===== config.mk =====
export PLATFORM = sky130hd
export DESIGN_NAME = shiftreg16to8
export DESIGN_NICKNAME = d
export VERILOG_FILES = /design/src/rtl/shiftreg16to8.sv
export SDC_FILE = /design/constraint.sdc
export NUM_CORES = 1
export LEC_CHECK = 0
export ABC_AREA = 1
export BUFFER_PORTS_ARGS = -buffer_cell sky130_fd_sc_hd__buf_4
export CORE_UTILIZATION = 45
export CTS_BUF_LIST = sky130_fd_sc_hd__clkbuf_16
export DETAILED_ROUTE_END_ITERATION = 10
export GPL_TIMING_DRIVEN = 0
export PLACE_DENSITY = 0.77
export SYNTH_ARGS = -nofsm -noshare
export SYNTH_HDL_FRONTEND = slang
export SYNTH_SLANG_ARGS = --single-unit

===== constraint.sdc =====
create_clock -name clk2 -period 2.1 [get_ports clk2]
set_clock_uncertainty 0.05 [all_clocks]
set_input_delay 0.42 -clock clk2 [delete_from_list [all_inputs] [get_ports clk2]]
set_output_delay 0.42 -clock clk2 [all_outputs]
set_load 0.01 [all_outputs]

===== src/rtl/shiftreg16to8.sv =====
// Word-to-byte serializer: 16-bit words in over valid/ready, two bytes out over valid/ready.
// A one-word pending buffer keeps a continuous word stream producing one byte per cycle.
module shiftreg16to8 #(
    parameter bit LSB_FIRST = 1'b1,
    parameter int CNT_W     = 8
) (
    input  logic             clk2,
    input  logic             NReset,
    input  logic [15:0]      word_in,
    input  logic             word_valid,
    output logic             word_ready,
    output logic [7:0]       byte_out,
    output logic             byte_valid,
    input  logic             byte_ready,
    output logic             busy,
    output logic [CNT_W-1:0] words_sent
);

    // state  | meaning
    // IDLE   | nothing in flight, pending buffer empty
    // FIRST  | first byte of hold_q presented on byte_out
    // SECOND | second byte of hold_q presented on byte_out
    typedef enum logic [1:0] {
        IDLE   = 2'd0,
        FIRST  = 2'd1,
        SECOND = 2'd2
    } state_t;

    state_t           state_q, state_d;
    logic [15:0]      hold_q, hold_d;
    logic [15:0]      pend_q, pend_d;
    logic             pend_full_q, pend_full_d;
    logic [CNT_W-1:0] cnt_q, cnt_d;

    logic wacc;
    logic bxfr;
    logic sel_low;

    always_ff @(posedge clk2 or negedge NReset) begin
        if (!NReset) begin
            state_q     <= IDLE;
            hold_q      <= 16'h0000;
            pend_q      <= 16'h0000;
            pend_full_q <= 1'b0;
            cnt_q       <= '0;
        end else begin
            state_q     <= state_d;
            hold_q      <= hold_d;
            pend_q      <= pend_d;
            pend_full_q <= pend_full_d;
            cnt_q       <= cnt_d;
        end
    end

    assign wacc = word_valid & word_ready;
    assign bxfr = byte_valid & byte_ready;

    always_comb begin
        state_d     = state_q;
        hold_d      = hold_q;
        pend_d      = pend_q;
        pend_full_d = pend_full_q;
        cnt_d       = cnt_q;
        case (state_q)
            IDLE: begin
                if (wacc) begin
                    hold_d  = word_in;
                    state_d = FIRST;
                end
            end
            FIRST: begin
                if (wacc) begin
                    pend_d      = word_in;
                    pend_full_d = 1'b1;
                end
                if (bxfr) begin
                    state_d = SECOND;
                end
            end
            SECOND: begin
                if (bxfr) begin
                    cnt_d = cnt_q + CNT_W'(1);
                    if (pend_full_q) begin
                        hold_d      = pend_q;
                        pend_full_d = 1'b0;
                        state_d     = FIRST;
                    end else if (wacc) begin
                        // Bypass the empty pending buffer to avoid a bubble.
                        hold_d  = word_in;
                        state_d = FIRST;
                    end else begin
                        state_d = IDLE;
                    end
                end else if (wacc) begin
                    pend_d      = word_in;
                    pend_full_d = 1'b1;
                end
            end
            default: begin
                state_d     = IDLE;
                pend_full_d = 1'b0;
            end
        endcase
    end

    always_comb begin
        word_ready = !pend_full_q;
        byte_valid = (state_q == FIRST) || (state_q == SECOND);
        busy       = (state_q != IDLE);
        words_sent = cnt_q;
        // IDLE keeps showing the last byte sent, i.e. the SECOND selection.
        sel_low    = (state_q == FIRST) ? LSB_FIRST : !LSB_FIRST;
        byte_out   = sel_low ? hold_q[7:0] : hold_q[15:8];
    end

endmodule


# Word level (Yosys, flattened, before mapping)
# Cells that the tools add are included.
dict set report totals {
  out_inout_bits 19
  wordCells 42
  input_bits 20
  ff_bits 43
}
dict set report classes {
  bitwise 2
  n_eq_ne 6
  muxes 18
  reduce_logical 10
  addsub 1
}
# operator count
set op_table {}
lappend op_table {{16-bit two-way mux} 5}
lappend op_table {{16-bit one-hot mux with 2 select lines} 2}
lappend op_table {{8-bit by 1-bit adder with 8-bit output (second input constant)} 1}
lappend op_table {{8-bit two-way mux} 1}
lappend op_table {{2-bit != test (second input constant)} 4}
lappend op_table {{2-bit two-way mux} 3}
lappend op_table {{2-bit one-hot mux with 3 select lines} 1}
lappend op_table {{2-bit AND reduction} 3}
lappend op_table {{2-bit nonzero test} 3}
lappend op_table {{1-bit two-way mux} 5}
lappend op_table {{1-bit one-hot mux with 3 select lines} 1}
lappend op_table {{3-bit AND reduction} 1}
lappend op_table {{1-bit AND} 2}
lappend op_table {{2-bit by 1-bit equality test with 1-bit output (second input constant)} 1}
lappend op_table {{2-bit equality test (second input constant)} 1}
lappend op_table {{2-bit logical NOT} 1}
lappend op_table {{1-bit logical NOT} 1}
lappend op_table {{1-bit logical OR} 1}

# Logic depth before layout (Yosys ltp)
# Gate-level depths: netlist (run 1).
dict set report depth {
  depth_word 6
  depth_mapped 11
  mapped_depth_nobuf 9
}

# Least setup slack after synthesis (run 1)
# Ideal clock, no wire load.
dict set report synth_timing {
  kind {reg2out}
  startpoint {register state_q[1]}
  endpoint {output byte_out[0]}
  path_slack_ns 0.335
  path_stages_with_launch 7
  required_ns 1.630
  n_path_buf 2
  t_arrival_ns 1.295
  cell_sequence {dfrtp_1 -> inv_1 -> ha_1 -> clkbuf_1 -> clkbuf_1 -> nand2_1 -> o21ai_0}
}
dict set report synth_via {
  elab_chain_len 3
}
# item line
set synth_rtl {}
lappend synth_rtl {{start: declaration} 29} ;# state_t state_q, state_d;
lappend synth_rtl {{start signal: assignment} 47} ;# state_q <= state_d;
lappend synth_rtl {{2-bit by 1-bit equality test with 1-bit output} 112} ;# sel_low = (state_q == FIRST) ? LSB_FIRST : !LSB_FIRST;
lappend synth_rtl {{1-bit two-way mux} 112}
lappend synth_rtl {{8-bit two-way mux} 113} ;# byte_out = sel_low ? hold_q[7:0] : hold_q[15:8];
lappend synth_rtl {{end: declaration} 12} ;# output logic [7:0] byte_out,
# No other way between the ends.

# Worst setup path in the final report (run 1)
dict set report layout_timing {
  startpoint {register state_q[1]}
  endpoint {output byte_out[2]}
}
# Same word-level chain as after synthesis.

==> results.txt, run 1 <==
The flow ran to the end, and the final reports show no timing, DRC or antenna violations. The library cell used most frequently in the layout, excluding fill and tap cells, is sky130_fd_sc_hd__nand2_1. The later pin in the worst-skew pair is clocked with a latency of 0.28 ns.

Of the cells placed in the final design, the portion with a size suffix greater than 1 is 0.202. The signal on the critical path passes through inv_1 > ha_4 > buf_4 > o21ai_0 > buf_4. The highest achievable clock rate is 510 MHz. At the end of routability-driven placement, the weighted congestion stood at 0.785. The number of max-cap violations came out at 0. The synthesized netlist occupies a cell area of 2400 um2.

The tree is rooted in a sky130_fd_sc_hd__clkbuf_16. Entering global routing, the biggest net connects 44 pins. The switching fraction of total power came out at 0.399. The via density per instance came out at 4.43. STA classifies the critical path startpoint as a register.

The initialized floorplan defines 26 standard-cell rows. The die width is 75.1 um. Of the total power, registers draw 0.318. The number of setup violations in the final report is 0. The routed layout has 2025 vias. By startpoint and endpoint, the worst setup path is classified as reg -> out. The power per unit of standard cell area is 1460 nW/um2.

The length of the first detailed-routing pass in iterations came out at 4. Among all stages on the critical path, the largest delay is contributed by sky130_fd_sc_hd__dfrtp_1. The netlist uses 24 different library cells.

The first global-routing pass estimated 8470 um of wire. The total I/O pin count is 39. Counting tap cells, the placed design contains a total of 448 instances. The final total negative setup slack came out at 0 ns.

Synthesis produced a netlist whose cell count is 340. The critical path required time came out at 1.63 ns. The highest ir drop seen on vdd came out at 0.681 mV. The fraction of synthesized cell area taken by the top area cell type came out at 0.448. The switching power total is 0.00173 W. For this run, the post-layout net count is 411. Data on the critical path arrives at its endpoint at 1.49 ns. The clock-pin transition on the worst setup and hold timing paths is 0.06 ns. Dividing the detail-routed wire length by the instance count gives 10.9 um. The number of storage elements in the synthesis netlist is 43. The post-synthesis average cell area is 7.07 um2. The most numerous cell type found on the critical path is sky130_fd_sc_hd__buf_4. The number of global-route vias before repair is 1877.

The die covers 5640 um2. The iteration-0 DRC count of the detailed router came out at 112. The kind of capture point of the worst setup path is an output pin. The highest fanout seen on the critical path came out at 7. By area the synthesized netlist is led by sky130_fd_sc_hd__dfrtp_1, sky130_fd_sc_hd__nand2_1, sky130_fd_sc_hd__inv_1. The max-slew violation count is 0. Detailed placement finished with a half-perimeter wire length of 3480 um. Counting I/O delays and the setup requirement, the final critical path takes 1.96 ns. The proportion of synthesized chip area in sequential cells came out at 0.448.

The total overflow reported by the global router came out at 0. TritonCTS built the clock tree. Leaving out fill and tap cells, the most frequent cells in the layout are sky130_fd_sc_hd__nand2_1, sky130_fd_sc_hd__inv_1, sky130_fd_sc_hd__buf_4.

The post-layout instance count excluding filler cells came out at 457. The count of buffers added on input and output ports is 38. The worst pin sits at a relative slew slack of 0.627. The critical path starts at state_q[1]. The count of unresolved DRC violations after routing came out at 0.

The final worst-path setup slack came out at 0.140 ns. For this configuration, the core starts out at a cell density of 0.468. The level count of the clock H-tree is 2. The share of total power dissipated in the clock network is 0.199. The core box area came out at 5140 um2. The detail route stage leaves a number of antenna-violating nets equal to 0. The number of buffers created by CTS came out at 5.

The number of inserted filler cells in the final layout came out at 506. The total count of hold-check failures in the final report came out at 0. Counting every net in the synthesized netlist gives 365. Setup repair after global routing left no endpoint under its margin.

Prior to clock tree synthesis, the placed netlist has a worst setup slack of -0.170 ns. The internal power of the cells totals 0.00261 W. The number of warnings reported in the yosys synthesis log came out at 0.

No sink is reached through more buffers than the 2 on the longest clock path. The library cell with the largest summed area after synthesis is sky130_fd_sc_hd__dfrtp_1. The number of antenna violations at the first check in global routing came to 0.

Of the available clock period, the critical path in the final layout requires 0.933. Compared with the post-synthesis result, the final layout area differs by 23.5%. The leakage power summed over all cells came out at 1.76 nW. The transition at the pin with the smallest max-transition slack came out at 0.559 ns. From bottom edge to top edge, the die measures 75.1 um. The number of sinks driven by the clock tree is 43. The number of antenna repair diodes came out at 0.

The fraction of power consumed by combinational cells is 0.482. Across every metal layer, demand over resource in global routing totals 0.200. The delay of the slowest critical-path stage came out at 0.41 ns.

The post-detailed-routing wire length is 4990 um. In this run the critical register-to-register path is launched from state_q[0]. The path class of the lowest-slack min-delay path is in -> async.
## synthesized netlist by cell type
| cell type | instances |
|---|---|
| sky130_fd_sc_hd__nand3b_1 | 1 |
| sky130_fd_sc_hd__o21bai_1 | 1 |
| sky130_fd_sc_hd__clkbuf_1 | 2 |
| sky130_fd_sc_hd__o21ai_4 | 1 |
| sky130_fd_sc_hd__o21ai_0 | 8 |
| sky130_fd_sc_hd__nand3_1 | 5 |
| sky130_fd_sc_hd__nand2_2 | 12 |
| sky130_fd_sc_hd__nand2_4 | 2 |
| sky130_fd_sc_hd__buf_6 | 1 |
| sky130_fd_sc_hd__nand4_1 | 1 |
| sky130_fd_sc_hd__nor2_1 | 7 |
| sky130_fd_sc_hd__a21oi_1 | 1 |
| sky130_fd_sc_hd__o21ai_1 | 16 |
| sky130_fd_sc_hd__buf_2 | 3 |
| sky130_fd_sc_hd__nor2_4 | 2 |
| sky130_fd_sc_hd__inv_2 | 4 |
| sky130_fd_sc_hd__ha_1 | 5 |
| sky130_fd_sc_hd__dfrtp_1 | 43 |
| sky130_fd_sc_hd__inv_1 | 76 |
| sky130_fd_sc_hd__o22ai_1 | 1 |
| sky130_fd_sc_hd__buf_4 | 4 |
| sky130_fd_sc_hd__nand2_1 | 140 |
| sky130_fd_sc_hd__xor2_1 | 2 |
| sky130_fd_sc_hd__xnor2_1 | 2 |
## path summary, 6_finish.rpt
path / to / slack [ns] / cells after the start
worst max register to register: pend_q[6] / 0.31 / 8
worst min register to register: words_sent[2] / 0.47 / 1
worst min-delay path: hold_q[4] / 0.07 / 1
max in group asynchronous: pend_q[12] / 1.54 / 1
min in group clk2: pend_q[13] / 0.31 / 3
worst max-delay path: byte_out[2] / 0.14 / 5
## power groups by stage
stage	sequential (W)	clock (W)	combinational, W
after floorplan	0.00137	0	0.00140
after global placement	0.00137	0	0.00200
after detailed placement	0.00139	0	0.00205
after CTS	0.00139	0.000876	0.00210
after global routing	0.00142	0.000907	0.00239
final	0.00138	0.000866	0.00210
## worst max-delay path, delay by kind of cell (launching register included)
kind	cells	cell delay, ns
DFF	1	0.41
adders and majority gates	1	0.17
buffers and inverters	3	0.42
AOI/OAI and AO/OA	1	0.21
## cells by family (layout without fill, tap and decap cells)
logic type	Yosys count	count (layout)	synth area share
simple gates	170	170	0.296
buf+inv	90	137	0.151
flops	43	43	0.448
compound gates	28	28	0.0646
fa+ha+maj	5	5	0.0260
xor+xnor	4	4	0.0146
## per-layer routing
layer / global-route usage / share of wire / vias to the layer above
li1: - / - / 1070
met1: 0.271 / 0.48 / 913
met2: 0.318 / 0.48 / 36
met3: 0.0482 / 0.032 / 6
met4: 0.0650 / 0.012 / 0
met5: 0 / 0 / -
## through the flow
stage	area, um2	hold slack [ns]	util	power (W)
2_1_floorplan	2400	0.0744	-	0.00277
3_3_place_gp	2780	0.395	0.540	0.00337
3_5_place_dp	2780	0.397	0.540	0.00344
4_1_cts	2950	0.0990	0.574	0.00437
5_1_grt	2970	0.120	0.577	0.00472
6_report	2970	0.0743	0.577	0.00434
## what timing repair did
| action | in CTS | in global routing |
|---|---|---|
| endpoints found under the setup margin | 8 | 7 |
| hold buffers | 0 | 0 |
| setup buffers | 0 | 2 |
| resized for setup | 4 | 1 |
| hold endpoints to repair | 0 | 0 |
## final cells by class
| cell class | instances | area (um2) | share of cell area |
|---|---|---|---|
| Multi-Input combinational cell | 207 | 976 | 0.329 |
| Clock buffer | 5 | 125 | 0.0422 |
| Clock inverter | 3 | 38.8 | 0.0131 |
| Timing Repair Buffer | 40 | 300 | 0.101 |
| Buffer | 9 | 63.8 | 0.0215 |
| Sequential cell | 43 | 1080 | 0.363 |
| Inverter | 80 | 300 | 0.101 |
| Tap cell | 70 | 87.6 | 0.0295 |
## registers in the layout, indices dropped and copies added, names as in the netlist
| name | count |
|---|---|
| state_q | 2 |
| pend_q | 16 |
| words_sent | 8 |
| hold_q | 16 |
| pend_full_q | 1 |
Note: power is estimated with default switching activity, not from simulation.
==> run 2, diff against run 1 <==
- CTS_BUF_LIST: sky130_fd_sc_hd__clkbuf_16 -> default
- SETUP_SLACK_MARGIN: default -> 0.4
==> run 2 against run 1 <==
- clock power decreased by 23%
- sequential cell count unchanged
- clock-buffer cell count is 1 higher
- non-clock buffer count rose by 31
- power up 20%
==> results.txt, run 2 (same netlist as run 1, synthesis figures left out) <==
The run finished with clean final reports. In the layout the commonest cells are sky130_fd_sc_hd__nand2_1, sky130_fd_sc_hd__inv_1, sky130_fd_sc_hd__buf_4. The internal power is 0.00313 W. The met2 track demand over resource in global routing is 0.361. The wire length of the first global-routing pass is 8960 um.

The sum of net half-perimeters after detailed placement is 3580 um. The antenna violation net count after detailed routing came out at 0. Routability-driven placement finished with a final weighted congestion of 0.781. The global-route met3 utilization came out at 0.0375. The switching fraction of total power came out at 0.401. The number of antenna violations at the first check in global routing came to 0. In this run the number of H-tree levels came out at 2. The sort of element at the start of the critical path is a register. The max-slew violation count was 0.

The effective utilization at floorplan is 0.468. The number of placement rows came out at 26. The met1 track utilization from global routing came out at 0.280. Compared with the post-synthesis result, the final layout area differs by 43.3%.

The worst-path cell with the longest stage delay is sky130_fd_sc_hd__dfrtp_1. The total count of hold-check failures in the final report is 0. The clock drives 43 sinks. The number of max-cap violations came out at 0. The power per unit of standard cell area is 1520 nW/um2. The critical path goes through inv_2 > ha_4 > buf_8 > clkbuf_16 > nand2_2 > o21ai_2 > buf_4. The detailed router placed 2224 vias in this run. The total buffers and inverters traversed by the critical path is 4. The final total negative setup slack came out at 0 ns. The length of the first detailed-routing pass in iterations came out at 4. The combined global-route utilization of all metal layers is 0.214. The share of total power in sequential cells came out at 0.269. The root cell of the clock tree is sky130_fd_sc_hd__clkbuf_8. The number of buffers added on ports is 38. The number of cells on the critical path came out at 7. Summing all flip-flop and latch instances after layout gives 1080 um2. The repair_antennas step left the layout with diodes totalling 0. The worst slew slack as a fraction of its limit is 0.637.

The floorplan step set the die width to 75.1 um. The fraction of power consumed by combinational cells came out at 0.604. The gate family responsible for the most delay along the worst path is buffers and inverters. The layer with the highest usage after global routing is met2. The latest clock arrival within the worst-skew pair is 0.29 ns. Summed over all cells, the static leakage comes to 1.97 nW. Summed over all layers, the routed wires come to 5890 um. The iteration-0 DRC count of the detailed router came out at 101. The library cell used most frequently in the layout, excluding fill and tap cells, is sky130_fd_sc_hd__nand2_1. The total overflow left after global routing is 0.

The number of setup violations in the final report is 0. The total area inside the core boundary comes to 5140 um2. The sum of internal, switching and leakage power is 0.00522 W.

Measured along the y axis, the die boundary spans 75.1 um. Using the TritonRoute via totals, the vias-per-cell ratio works out to 4.56. The power share of the clock group came out at 0.127. In this run, CTS created clock tree buffers numbering 5.

The proportion of layout cells with a drive suffix above 1 came out at 0.333. The worst setup path is captured at an output pin. The area of combinational cells with multiple inputs came out at 1120 um2. TritonCTS built the clock tree. In this run the worst hold path is classified as in -> async. The mean routed wirelength per cell is 12.1 um. The total die area is 5640 um2. The number of hold-repair buffers added at the cts stage came out at 0.

For the worst setup path, the data arrival time is 1.44 ns. The worst path needs 1.91 ns of the cycle, external delays included. The class of the most critical setup path is reg -> out. Hold is met by 0.0593 ns. During I/O placement, the number of pins put on the boundary was 39. Based on the critical path, the design can be clocked at up to 522 MHz. The number of global-route vias before repair is 1973.

Entering global routing, the biggest net connects 44 pins. The final period utilization is 0.912. The transition at the pin with the smallest max-transition slack is 0.544 ns.

Setup repair after global routing could not meet its margin everywhere. The count of unresolved DRC violations after routing came out at 0. The delay of the slowest critical-path stage came out at 0.39 ns. The slack of the worst reg-to-reg path is 0.30 ns.

The worst flop-to-flop path endpoint is hold_q[8]. The largest buffer count on any clock path came out at 2. The number of cells on the worst reg-to-reg path is 12.

In this run the worst path has a maximum fanout of 6. The worst register-to-register path begins at state_q[0]. IR analysis of the VDD net gives a maximum drop of 0.650 mV.

The clock-pin transition on the worst setup and hold timing paths is 0.09 ns. The critical path required time is 1.63 ns. Counting the fill cells in the layout gives 424. The net count of the finished layout is 442. The switching power total came out at 0.00209 W.
==> run 2: cell count changes in the layout (fill, tap and decap cells not counted), moves of 3 or more <==
cell                        delta
sky130_fd_sc_hd__buf_4        +13
sky130_fd_sc_hd__buf_6        +12
sky130_fd_sc_hd__nand2_1      -12
sky130_fd_sc_hd__o21ai_2       +9
sky130_fd_sc_hd__o21ai_0       -8
sky130_fd_sc_hd__nand2_2       +7
sky130_fd_sc_hd__clkbuf_8      +6
sky130_fd_sc_hd__buf_8         +5
sky130_fd_sc_hd__clkbuf_16     -4
sky130_fd_sc_hd__nand2_4       +4
sky130_fd_sc_hd__inv_1         -3
==> run 2: final cells by class <==
class	count	area share
repair buffers	70	0.172
well taps	70	0.0254
multi-input cells	207	0.327
flip-flops and latches	43	0.312
clock buffers	6	0.0240
clock inverters	2	0.0102
plain buffers	10	0.0396
inverters	80	0.0901
==> run 2: metal layers <==
metal,vias to the layer above,share of wire
met3,19,0.032
met1,1016,0.43
met2,57,0.51
met4,0,0.026
met5,-,0
li1,1132,-
==> run 2: how the worst max path moves through the flow <==
stage | startpoint | to | slack (ns)
5_1_grt | state_q[1] | byte_out[0] | 0.12
2_1_floorplan | state_q[1] | byte_out[0] | 0.41
3_3_place_gp | state_q[1] | byte_out[1] | -0.02
6_report | state_q[1] | byte_out[0] | 0.19
4_1_cts | state_q[1] | byte_out[4] | 0.18
3_5_place_dp | state_q[1] | byte_out[1] | -0.03
==> run 2: power by group through the flow <==
stage,Clock [W],Combinational (W),Sequential [W]
after detailed placement,0,0.00205,0.00139
final,0.000664,0.00315,0.00141
after global routing,0.000721,0.00347,0.00144
after global placement,0,0.00200,0.00137
after floorplan,0,0.00141,0.00137
after CTS,0.000676,0.00265,0.00138
==> run 2: metrics by stage <==
| stage | utilization | std cells | setup slack (ns) | area [um2] |
|---|---|---|---|---|
| 2_1_floorplan | - | 340 | 0.409 | 2400 |
| 3_3_place_gp | 0.540 | 448 | -0.0150 | 2780 |
| 3_5_place_dp | 0.540 | 448 | -0.0282 | 2780 |
| 4_1_cts | 0.624 | 478 | 0.184 | 3210 |
| 5_1_grt | 0.670 | 488 | 0.122 | 3440 |
| 6_report | 0.670 | 488 | 0.185 | 3440 |
==> run 2: repair_timing <==
item	4_1_cts	5_1_grt
setup endpoints to repair	31	48
pin swaps	5	6
endpoints found under the hold margin	0	0
gates cloned	6	0
buffers inserted	16	10
gates resized for setup	45	42
==> run 3, diff against run 2 <==
- CORE_ASPECT_RATIO: default -> 0.8
==> run 3 against run 2 <==
- clock power decreased by 22%
- highest routed layer unchanged
- register-to-register slack about the same
- die area about the same
- via count decreased by 2.5%
- largest cell class unchanged
==> results.txt, run 3 (same netlist as run 1, synthesis figures left out) <==
The synthesis-to-finish area growth came out at 40.6%. After detailed placement, the design holds a cell count of 440. The instance area at placement came out at 2770 um2. On the final layout, the worst hold slack is 0.0514 ns. The latest clock arrival within the worst-skew pair came out at 0.30 ns. The number of global-route vias before repair is 1991. Leaving out fill and tap cells, the most frequent cells in the layout are sky130_fd_sc_hd__nand2_1, sky130_fd_sc_hd__inv_1, sky130_fd_sc_hd__buf_4.

The most common cell after layout, fill and taps aside is sky130_fd_sc_hd__nand2_1. Setup repair after global routing could not meet its margin everywhere. TritonCTS built the clock tree.

The number of setup violations in the final report came out at 0. For this block, the routed nets add up to 5740 um of wire. The root cell of the clock tree is sky130_fd_sc_hd__clkbuf_8. The via density per instance came out at 4.57. The post-route standard cell area excluding fillers is 3380 um2. The repair_antennas step left the layout with diodes totalling 0. For this run, the total global-route usage over all layers was measured as 0.210. The sum of internal, switching and leakage power came out at 0.00500 W. The global placer's final weighted congestion came out at 0.811. The highest achievable clock rate is 530 MHz. The layout has 421 filler cells. The max-slew violation count came out at 0. The via count came out at 2169. The count of unresolved DRC violations after routing came out at 0. The longest clock path from root to sink contains 2 buffers. The run finished with clean final reports. STA classifies the critical path endpoint as an output pin.

The number of max-cap violations came out at 0. The smallest clock period supported by the final layout is computed as 1.89 ns. The highest ir drop seen on vdd came out at 0.817 mV. Measured on the finished design, the core utilization comes to 0.667.

The detailed router finished its first iteration with 132 violations. In this run the static leakage power is 1.93 nW. The final period utilization is 0.899. The number of antenna violations at the first check in global routing was 0.

The antenna violation net count after detailed routing is 0. CTS saw 43 sinks. The mean routed wirelength per cell is 12.1 um. The worst slew slack as a fraction of its limit is 0.632. 39 I/O pins were placed. The total count of hold-check failures in the final report is 0. The wire length of the first global-routing pass is 9110 um. The worst setup path is launched from a register. The count of buffers added on input and output ports is 38. The post-layout instance count excluding filler cells came out at 475. The H-tree was split into 2 levels. The effective utilization at floorplan is 0.475. The die height came out at 67.4 um. The die is 83.7 um wide. The critical path is of the reg -> out type.

Dividing total power by cell area gives a power density of 1480 nW/um2. The data arrival time at the worst-slack endpoint came out at 1.42 ns. The net count reported at finish is 437. The length of the first detailed-routing pass in iterations is 4.

The clock-pin transition on the worst setup and hold timing paths came out at 0.08 ns. The number of placement rows came out at 23. The core box area came out at 5060 um2.

The number of buffers created by CTS came out at 5. The total die area came out at 5640 um2. Of all nets on the critical path, the largest fanout is 6.

At the pin with the least slew margin, the transition time is 0.552 ns. The path class of the lowest-slack min-delay path is in -> async. The pin count of the biggest net entering global routing came out at 44. The sum of net half-perimeters after detailed placement came out at 3640 um. For this run the aggregate overflow at the end of global routing stands at 0.

The proportion of layout cells with a drive suffix above 1 is 0.322. The critical path required time came out at 1.63 ns.
run 3: timing repair:
| action | CTS | global route |
|---|---|---|
| hold buffers | 0 | 0 |
| setup endpoints to repair | 21 | 46 |
| cloned | 4 | 3 |
| pin swaps | 9 | 9 |
| resized for setup | 52 | 39 |
| hold endpoints to repair | 0 | 0 |
| setup buffers | 16 | 4 |
run 3: critical path, stage by stage, from the launching register on:
cell	delay [ns]
sky130_fd_sc_hd__dfrtp_1	0.38
sky130_fd_sc_hd__inv_2	0.06
sky130_fd_sc_hd__ha_4	0.15
sky130_fd_sc_hd__buf_8	0.13
sky130_fd_sc_hd__clkbuf_16	0.16
sky130_fd_sc_hd__nand2_2	0.06
sky130_fd_sc_hd__o21ai_2	0.05
sky130_fd_sc_hd__buf_4	0.14
run 3: final timing paths:
kind	from	endpoint	slack, ns	depth (start not counted)
max	state_q[1]	byte_out[7]	0.21	7
max reg2reg	state_q[1]	pend_q[3]	0.30	10
min in group clk2	word_in[14]	pend_q[14]	0.29	3
min	NReset	hold_q[4]	0.05	1
max in group asynchronous	NReset	words_sent[3]	1.57	1
min reg2reg	pend_q[14]	pend_q[14]	0.48	2
run 3: routing by layer:
layer,up-vias,part of all wire,GRT usage
li1,1123,-,-
met1,1004,0.46,0.271
met2,36,0.49,0.363
met3,6,0.037,0.0440
met4,0,0.011,0.0636
met5,-,0,0
run 3: cell type report:
type | instances | area, um2 | area share
buffer | 10 | 136 | 0.0404
tap | 62 | 77.6 | 0.0230
sequential | 43 | 1080 | 0.318
clock inverter | 1 | 5.00 | 0.00148
multi-input combinational | 207 | 1130 | 0.335
inverter | 80 | 315 | 0.0933
timing repair buffer | 65 | 562 | 0.166
clock buffer | 7 | 76.3 | 0.0226
run 3: power breakdown:
part	internal (W)	switching, W
combinational	0.00150	0.00158
sequential	0.00120	0.000204
clock	0.000234	0.000285
total	0.00293	0.00207
run 3: per-stage QoR:
| step | TNS [ns] | setup slack, ns |
|---|---|---|
| floorplan | 0 | 0.409 |
| global placement | -0.0159 | -0.0159 |
| detailed placement | -0.0334 | -0.0283 |
| CTS | 0 | 0.183 |
| global route | 0 | 0.158 |
| finish | 0 | 0.212 |
